<file path="config.mk">
export PLATFORM = sky130hd
export DESIGN_NAME = booth_mult_seq
export DESIGN_NICKNAME = d
export VERILOG_FILES = /design/src/rtl/booth_pkg.sv /design/src/rtl/booth_mult_seq_rcas8.sv /design/src/rtl/booth_mult_seq.sv
export SDC_FILE = /design/constraint.sdc
export NUM_CORES = 1
export LEC_CHECK = 0
export ABC_CLOCK_PERIOD_IN_PS = 4400
export CAP_MARGIN = 20
export CORE_ASPECT_RATIO = 0.5
export CORE_MARGIN = 8
export CORE_UTILIZATION = 52
export DETAILED_ROUTE_END_ITERATION = 6
export MAX_ROUTING_LAYER = met4
export PLACE_DENSITY = 0.88
export SYNTH_ARGS = -nofsm -noshare
export SYNTH_HDL_FRONTEND = slang
export SYNTH_HIERARCHICAL = 1
export SYNTH_SLANG_ARGS = --single-unit
export TNS_END_PERCENT = 100
</file>
<file path="constraint.sdc">
create_clock -name clk -period 4.4 [get_ports clk]
set_input_delay 0.66 -clock clk [delete_from_list [all_inputs] [get_ports clk]]
set_output_delay 0.66 -clock clk [all_outputs]
set_load 0.03 [all_outputs]
</file>
<file path="src/rtl/booth_pkg.sv">
// Shared types and constants for the sequential Booth multiplier.
// State encoding, operand width and Booth pair codes.
package booth_pkg;
  typedef enum logic [1:0] {
    IDLE = 2'b00,
    CALC = 2'b01,
    DONE = 2'b10
  } state_t;

  localparam int WIDTH = 8;
  localparam int ITER  = 8;

  localparam logic [1:0] ADD = 2'b01;
  localparam logic [1:0] SUB = 2'b10;
endpackage

</file>
<file path="src/rtl/booth_mult_seq_rcas8.sv">
// RCAS8: 8-bit ripple-carry adder/subtractor.
// mode=1 computes A1-A2 as A1+~A2+1.
module RCAS8 (
  input  logic [7:0] A1,
  input  logic [7:0] A2,
  input  logic       mode,
  output logic [7:0] S,
  output logic       C
);
  logic       cy;
  logic [7:0] b;

  always_comb begin
    cy = mode;
    b  = A2 ^ {8{mode}};
    S  = '0;
    for (int i = 0; i < 8; i++) begin
      S[i] = A1[i] ^ b[i] ^ cy;
      cy   = (A1[i] & b[i]) |
             (cy & (A1[i] ^ b[i]));
    end
    C = cy;
  end
endmodule

</file>
<file path="src/rtl/booth_mult_seq.sv">
// Sequential radix-2 Booth multiplier, 8x8 signed -> 16-bit.
// One add/sub/no-op per cycle through RCAS8, then arithmetic shift.
module booth_mult_seq #(
  parameter int WIDTH = 8,
  parameter int CNT_W = 4
) (
  input  logic                 clk,
  input  logic                 rst_n,
  input  logic                 start,
  input  logic [WIDTH-1:0]     multiplicand,
  input  logic [WIDTH-1:0]     multiplier,
  output logic                 busy,
  output logic                 done,
  output logic [2*WIDTH-1:0]   product
);
  import booth_pkg::*;

  localparam int W = booth_pkg::WIDTH;

  state_t           state_q, state_d;
  logic [W-1:0]     a_q, a_d;
  logic [W-1:0]     q_q, q_d;
  logic [W-1:0]     m_q, m_d;
  logic             q1_q, q1_d;
  logic [CNT_W-1:0] cnt_q, cnt_d;
  logic [2*W-1:0]   prod_q, prod_d;
  logic             busy_q, busy_d;
  logic             done_q, done_d;

  logic [W-1:0] sum;
  logic [W-1:0] r;
  logic [1:0]   pair;
  logic         carry_unused;
  logic         is_op;
  logic         ovf;
  logic         t;

  RCAS8 u_rcas (
    .A1   (a_q),
    .A2   (m_q),
    .mode (q_q[0]),
    .S    (sum),
    .C    (carry_unused)
  );

  always_comb begin
    pair  = {q_q[0], q1_q};
    is_op = (pair == ADD) ||
            (pair == SUB);
    // V restores the true 9th-bit sign, so M=-128 needs no wider A.
    ovf   = is_op &&
            (a_q[W-1] == (m_q[W-1] ^ q_q[0])) &&
            (sum[W-1] != a_q[W-1]);
    r     = is_op ? sum : a_q;
    t     = is_op ? (sum[W-1] ^ ovf)
                  : a_q[W-1];

    state_d = state_q;
    a_d     = a_q;
    q_d     = q_q;
    m_d     = m_q;
    q1_d    = q1_q;
    cnt_d   = cnt_q;
    prod_d  = prod_q;

    unique case (1'b1)
      (state_q == IDLE): begin
        if (start) begin
          a_d     = '0;
          q_d     = multiplier;
          q1_d    = 1'b0;
          m_d     = multiplicand;
          cnt_d   = CNT_W'(ITER);
          state_d = CALC;
        end
      end
      (state_q == CALC): begin
        a_d   = {t, r[W-1:1]};
        q_d   = {r[0], q_q[W-1:1]};
        q1_d  = q_q[0];
        cnt_d = cnt_q - CNT_W'(1);
        if (cnt_q == CNT_W'(1)) begin
          prod_d  = {a_d, q_d};
          state_d = DONE;
        end
      end
      default: begin
        state_d = IDLE;
      end
    endcase

    busy_d = (state_d != IDLE);
    done_d = (state_d == DONE);
  end

  always_ff @(posedge clk or negedge rst_n) begin
    if (!rst_n) begin
      state_q <= IDLE;
      a_q     <= '0;
      q_q     <= '0;
      m_q     <= '0;
      q1_q    <= 1'b0;
      cnt_q   <= '0;
      prod_q  <= '0;
      busy_q  <= 1'b0;
      done_q  <= 1'b0;
    end else begin
      state_q <= state_d;
      a_q     <= a_d;
      q_q     <= q_d;
      m_q     <= m_d;
      q1_q    <= q1_d;
      cnt_q   <= cnt_d;
      prod_q  <= prod_d;
      busy_q  <= busy_d;
      done_q  <= done_d;
    end
  end

  assign busy    = busy_q;
  assign done    = done_q;
  assign product = prod_q;
endmodule

</file>
# After elaboration in Yosys (flattened, before gate mapping)
# Index checks and enable logic that the tools add are counted.
[classes] add_sub_neg=1 eq_ne=8 mux=13 n_bitwise=40 reduce_logical=9
[ops] operator="one-hot mux 8 bit (2 select lines)" count=2
[ops] operator="two-way mux 8 bit" count=3
[ops] operator="bitwise XOR 1 bit" count=18
[ops] operator="bitwise AND 1 bit" count=14
[ops] operator="one-hot mux 4 bit (2 select lines)" count=1
[ops] operator="bitwise XOR 8 bit" count=1
[ops] operator="bitwise OR 1 bit" count=7
[ops] operator="AND reduction 2 bit" count=3
[ops] operator="equality test 2 x 1 -> 1 bit (second input constant)" count=2
[ops] operator="equality test 2 bit (second input constant)" count=2
[ops] operator="equality test 4 x 1 -> 1 bit (second input constant)" count=1
[ops] operator="two-way mux 2 bit" count=2
[ops] operator="two-way mux 4 bit" count=1
[ops] operator="one-hot mux 2 bit (2 select lines)" count=1
[ops] operator="nonzero test 2 bit" count=2
[ops] operator="subtractor 4 x 1 -> 4 bit (second input constant)" count=1
[ops] operator="logical AND 1 bit" count=2
[ops] operator="logical NOT 2 bit" count=1
[ops] operator="two-way mux 1 bit" count=2
[ops] operator="inequality test 2 bit (second input constant)" count=1
[ops] operator="one-hot mux 1 bit (2 select lines)" count=1
[ops] operator="equality test 1 bit" count=1
[ops] operator="logical OR 1 bit" count=1
[ops] operator="inequality test 1 bit" count=1
[totals] ff_bits=49 in_bits=19 out_inout_bits=18 wordCells=80

# Depth between registers and ports, before layout
[depth] depth_word=22 depth_mapped=14 mapped_depth_nobuf=13

# Cells and area by module
# The synthesis kept the hierarchy.
[modules_own_cells] mod="booth_mult_seq" n_inst=1 cells_per_inst=192 area_per_inst_um2=2070.7 seq_area_each_um2=1226.2
[modules_own_cells] mod="RCAS8" n_inst=1 cells_per_inst=29 area_per_inst_um2=277.8 seq_area_each_um2=0.0

# Worst setup path before layout
# Ideal clock, no wire load.
[synth_path] kind="flip-flop to flip-flop" from="register q_q[0]" to="register prod_q[15] (netlist: product[15])" setup_time_ps=131 arrival_time_ps=3841 t_required_ps=4269 setup_slack_ps=428 stages_incl_launch_ff=15 path_buffers=1 synth_period_minus_slack_ps=3972 path_cell_list="dfrtp_1 buf_6 xor2_1 fa_1 inv_1 fa_1 fa_1 fa_1 fa_1 fa_1 inv_1 fa_1 and4bb_2 a311oi_1 a31oi_1"
[synth_via] elab_chain_len=21 word_cells_on_any_way=41 classes_between="eq/ne: 4; mux: 1; bitwise: 33; reduce/logical: 3"
[synth_rtl] item="start: declaration" line="booth_mult_seq.sv:22" text="logic [W-1:0] q_q, q_d;"
[synth_rtl] item="start signal: assignment" line="booth_mult_seq.sv:110" text="q_q <= q_d;"
[synth_rtl] item="bitwise XOR 8 bit" line="booth_mult_seq_rcas8.sv:15" text="b = A2 ^ {8{mode}};"
[synth_rtl] item="bitwise XOR 1 bit" line="booth_mult_seq_rcas8.sv:20" text="(cy & (A1[i] ^ b[i]));"
[synth_rtl] item="bitwise AND 1 bit" line="booth_mult_seq_rcas8.sv:20"
[synth_rtl] item="bitwise OR 1 bit" line="booth_mult_seq_rcas8.sv:19" text="cy = (A1[i] & b[i]) |"
[synth_rtl] item="bitwise AND 1 bit" line="booth_mult_seq_rcas8.sv:20"
[synth_rtl] item="bitwise OR 1 bit" line="booth_mult_seq_rcas8.sv:19"
[synth_rtl] item="bitwise AND 1 bit" line="booth_mult_seq_rcas8.sv:20"
[synth_rtl] item="bitwise OR 1 bit" line="booth_mult_seq_rcas8.sv:19"
[synth_rtl] item="(+6 left out)"
[synth_rtl] item="bitwise AND 1 bit" line="booth_mult_seq_rcas8.sv:20"
[synth_rtl] item="bitwise OR 1 bit" line="booth_mult_seq_rcas8.sv:19"
[synth_rtl] item="bitwise XOR 1 bit *" line="booth_mult_seq_rcas8.sv:18" text="S[i] = A1[i] ^ b[i] ^ cy;"
[synth_rtl] item="named net sum[7]" line="booth_mult_seq.sv:30" text="logic [W-1:0] sum;"
[synth_rtl] item="inequality test 1 bit" line="booth_mult_seq.sv:53" text="(sum[W-1] != a_q[W-1]);"
[synth_rtl] item="logical AND 1 bit" line="booth_mult_seq.sv:52" text="(a_q[W-1] == (m_q[W-1] ^ q_q[0])) &&"
[synth_rtl] item="bitwise XOR 1 bit *" line="booth_mult_seq.sv:55" text="t = is_op ? (sum[W-1] ^ ovf)"
[synth_rtl] item="two-way mux 1 bit *" line="booth_mult_seq.sv:55"
[synth_rtl] item="end signal: assignment" line="booth_mult_seq.sv:114" text="prod_q <= prod_d;"
[synth_rtl] item="end: declaration" line="booth_mult_seq.sv:26" text="logic [2*W-1:0] prod_q, prod_d;"
# Mark *: on every way through the listed nets, which the timed path passes. The rest lies on a longest branch.
# A chain may end at the register's enable or synchronous reset.

# Worst setup path in the final report
[layout_path] from="register m_q[0]" to="register prod_q[15] (netlist: product[15])"
[layout_via] elab_chain_len=21 word_cells_on_any_way=22 classes_between="eq/ne: 1; mux: 1; bitwise: 19; reduce/logical: 1"
[layout_rtl] item="start: declaration" line="booth_mult_seq.sv:23" text="logic [W-1:0] m_q, m_d;"
[layout_rtl] item="start signal: assignment" line="booth_mult_seq.sv:111" text="m_q <= m_d;"
[layout_rtl] item="bitwise XOR 8 bit *" line="booth_mult_seq_rcas8.sv:15"
[layout_rtl] item="bitwise XOR 1 bit" line="booth_mult_seq_rcas8.sv:20"
[layout_rtl] item="bitwise AND 1 bit" line="booth_mult_seq_rcas8.sv:20"
[layout_rtl] item="bitwise OR 1 bit *" line="booth_mult_seq_rcas8.sv:19"
[layout_rtl] item="bitwise AND 1 bit *" line="booth_mult_seq_rcas8.sv:20"
[layout_rtl] item="bitwise OR 1 bit *" line="booth_mult_seq_rcas8.sv:19"
[layout_rtl] item="bitwise AND 1 bit *" line="booth_mult_seq_rcas8.sv:20"
[layout_rtl] item="bitwise OR 1 bit *" line="booth_mult_seq_rcas8.sv:19"
[layout_rtl] item="(+6 left out)"
[layout_rtl] item="bitwise AND 1 bit *" line="booth_mult_seq_rcas8.sv:20"
[layout_rtl] item="bitwise OR 1 bit *" line="booth_mult_seq_rcas8.sv:19"
[layout_rtl] item="bitwise XOR 1 bit *" line="booth_mult_seq_rcas8.sv:18"
[layout_rtl] item="named net sum[7]" line="booth_mult_seq.sv:30"
[layout_rtl] item="inequality test 1 bit" line="booth_mult_seq.sv:53"
[layout_rtl] item="logical AND 1 bit" line="booth_mult_seq.sv:52"
[layout_rtl] item="bitwise XOR 1 bit *" line="booth_mult_seq.sv:55"
[layout_rtl] item="two-way mux 1 bit *" line="booth_mult_seq.sv:55"
# Marked as above.

==> impl_results.md <==
- Status: finished, final reports clean
- Transition time of the tightest slew-check pin: 1.05 ns
- Max Clock Skew: 0.00211 ns
- Leakage: 0.00130 uW
- Share of layout cells above drive strength 1: 9.69%
- Switch share: 44.8%
- Crit. End Element: flip-flop
- R2R Path Start: m_q[0]
- WP data required: 4.58 ns
- Total Wirelength: 5.13 mm
- Min Tclk post-route: 4.05 ns
- Crit start category: flip-flop
- CTS tree: built
- Cell area after synthesis: 0.00235 mm^2
- Number of global-route vias before repair: 1,770
- Antenna-violating nets left: 0
- Synthesis-to-layout area growth: 21.5%
- Clock network power share: 10.8%
- Initial antenna violation count: 0
- Initial core utilization: 53.6%
- Most used DFF post-synth: dfrtp_1
- Largest net degree at the start of global routing: 50
- Global-route wire length before repair: 8.71 mm
- Port bufs: 36
- Gpl congestion: 0.778
- NumNets Final: 286
- Setup WS post-layout: 0.355 ns
- Fillers: 325
- Ant diodes: 0
- Post-CTS resize count: 0
- Total of max-cap violations: 0
- Relative slew slack: 29.8%
- Mapped Nets: 249
- CP arrival: 4.22 ns
- Crit-path max FO: 4
- Syn Inst Count: 221
- Final setup viols: 0
- Routed vias: 1,727
- Cell Area, Placed: 0.00275 mm^2
- Fin cells: 315
- VDD IR-drop max: 0.272 mV
- Avg Cell Area, Syn: 10.6 um^2
- Sequential cell area: 0.00123 mm^2
- Synth unique cells: 36
- Hold crit path type: in2async
- Pint: 1380 uW
- DRC violation count after routing: 0
- Capturing point of the worst reg2reg path: product[15]
- Post-synth EDFFs: 0
- Setup TNS: 0 ns
- Inserted Clock Buffers: 5
- Synth warn: 6
- DP HPWL: 3.60 mm
- R2R depth: 13
- Dpl cells: 307
- Top-Level Pins: 37
- Comb pwr share: 55.7%
- Post-route cell area: 0.00285 mm^2
- Worst-skew pair later-pin latency: 0.30 ns
- Worst Setup Slack post-DPL: 0.334 ns
- Max clock buf depth: 2
- Total Die Area: 0.00705 mm^2
- DR vias/cell: 5.48
- Share of synthesized registers carrying an async set or reset: 100%
- RSZ-0062 raised after global routing: no
- Pwr dens: 878 mW/mm^2
- FF+latch count, synth: 49
- WS Path Type: reg2reg
- Cts hold-fix bufs: 0
- Switch Pwr: 1120 uW
- Root Buffer: clkbuf_8
- Slew Viols, Final: 0
- Hold Fails Final Rpt: 0
- Worst R2R Setup Slack: 0.35 ns
- Fmax: 247 MHz
- Reg clk slew, reported paths: 0.08 ns
- Cell Rows: 17
- Die height: 63.5 um
- Starting DRC count in detailed routing: 113
- Drt pass-1 iters: 4
- Final Cycle Share: 91.9%
- Area of the multi-input gates: 0.00101 mm^2
- Htree depth: 2
- Core Region: 0.00438 mm^2
- Global Route Usage Sum: 15.6%
- Final core occ: 65.1%
- Clock sink count: 49
- Grt ovf: 0
- WL per Instance: 16.3 um
- Postcts setup bufs: 0
- Die span in x: 111 um
- Flop pwr share: 33.5%
- Sequential fraction of the synthesis area: 52.2%
==> synthesized netlist by cell type, types with 7 or more instances <==
cell type	number	area (um^2)
mux2_2	8	90.1
nand2_1	43	161
o21ai_1	8	40.0
a21oi_1	17	85.1
inv_1	16	60.1
fa_1	7	140
a22oi_1	8	60.1
nand3_1	10	50.1
dfrtp_1	49	1230
mux2i_1	8	80.1
==> cell families (layout without fill, tap and decap cells) <==
| family | after synthesis | count (layout) | share of synthesized area [%] |
|---|---|---|---|
| AND/OR/NAND/NOR | 65 | 65 | 13.1 |
| flip-flops | 49 | 49 | 52.2 |
| AO/OA/AOI/OAI | 46 | 46 | 11.5 |
| buffers and inverters | 27 | 64 | 4.85 |
| multiplexers | 16 | 16 | 7.25 |
| adder cells (fa/ha/maj) | 9 | 9 | 7.03 |
| XOR/XNOR | 9 | 9 | 4.16 |
==> power by group through the flow <==
stage | Combinational [uW] | Clock, uW | Sequential, uW
2_1_floorplan | 856 | 0 | 963
3_3_place_gp | 1330 | 0 | 828
3_5_place_dp | 1400 | 0 | 845
4_1_cts | 1410 | 271 | 839
5_1_grt | 1560 | 292 | 868
6_report | 1400 | 270 | 839
==> state kept, by name (all words and copies together) (netlist names) <==
register,count
product,16
q_q,8
done,1
state_q,2
q1_q,1
cnt_q,4
busy,1
m_q,8
a_q,8
==> through the flow <==
step / power (uW) / hold WS, ns
2_1_floorplan: 1820 / 0.364
3_3_place_gp: 2150 / 0.478
3_5_place_dp: 2240 / 0.485
4_1_cts: 2520 / 0.498
5_1_grt: 2720 / 0.363
6_report: 2500 / 0.323
==> how the worst max path moves through the flow <==
stage | start | to | cells past startpoint
floorplan | q_q[0] | product[15] | 14
global placement | q_q[0] | product[15] | 13
detailed placement | q_q[0] | product[15] | 13
CTS | q_q[0] | product[15] | 13
global route | q_q[0] | product[15] | 13
finish | m_q[0] | product[15] | 13
==> final cells by class <==
cell class | instances | area share (%)
well taps | 57 | 2.50
multi-input cells | 145 | 35.3
flip-flops and latches | 49 | 43.0
repair buffers | 40 | 13.9
clock buffers | 7 | 3.02
inverters | 17 | 2.24
==> cell usage in the layout (no fill, tap or decap) <==
| master | n |
|---|---|
| buf_4 | 3 |
| o21bai_1 | 1 |
| nand3_1 | 10 |
| nor3b_1 | 1 |
| a31oi_1 | 5 |
| nand2_1 | 43 |
| clkbuf_8 | 6 |
| mux2_2 | 8 |
| o21ai_0 | 4 |
| xor2_4 | 1 |
| a22oi_1 | 8 |
| buf_12 | 1 |
| and4bb_2 | 1 |
| a21oi_2 | 1 |
| and4b_1 | 1 |
| a21oi_1 | 17 |
| xor2_1 | 3 |
| nor3b_2 | 1 |
| inv_2 | 1 |
| ha_1 | 2 |
| clkdlybuf4s50_1 | 35 |
| or3b_1 | 1 |
| a311oi_1 | 1 |
| nor3_1 | 1 |
| and2_1 | 1 |
| mux2i_1 | 8 |
| fa_1 | 7 |
| nor2_1 | 1 |
| nand2b_1 | 1 |
| dfrtp_1 | 49 |
| buf_2 | 1 |
| a211oi_1 | 1 |
| o21ai_1 | 8 |
| inv_1 | 16 |
| or3b_2 | 1 |
| nand3b_1 | 1 |
| nor2b_1 | 1 |
| xnor2_1 | 5 |
| clkbuf_1 | 1 |
==> routing by layer <==
metal,track usage [%],vias up,wire [um]
met2,25.8,41,2730
li1,-,818,-
met1,17.8,861,2090
met4,8.07,0,89
met3,3.02,7,215
met5,-,-,0
==> critical path: stages (launching register included) <==
cell	delay [ns]
dfrtp_1	0.42
mux2_2	0.25
fa_1	0.17
inv_1	0.05
fa_1	0.37
fa_1	0.39
fa_1	0.39
fa_1	0.38
fa_1	0.36
inv_1	0.07
fa_1	0.45
and4bb_2	0.26
a311oi_1	0.26
a31oi_1	0.11
(Power assumes the default switching activity.)
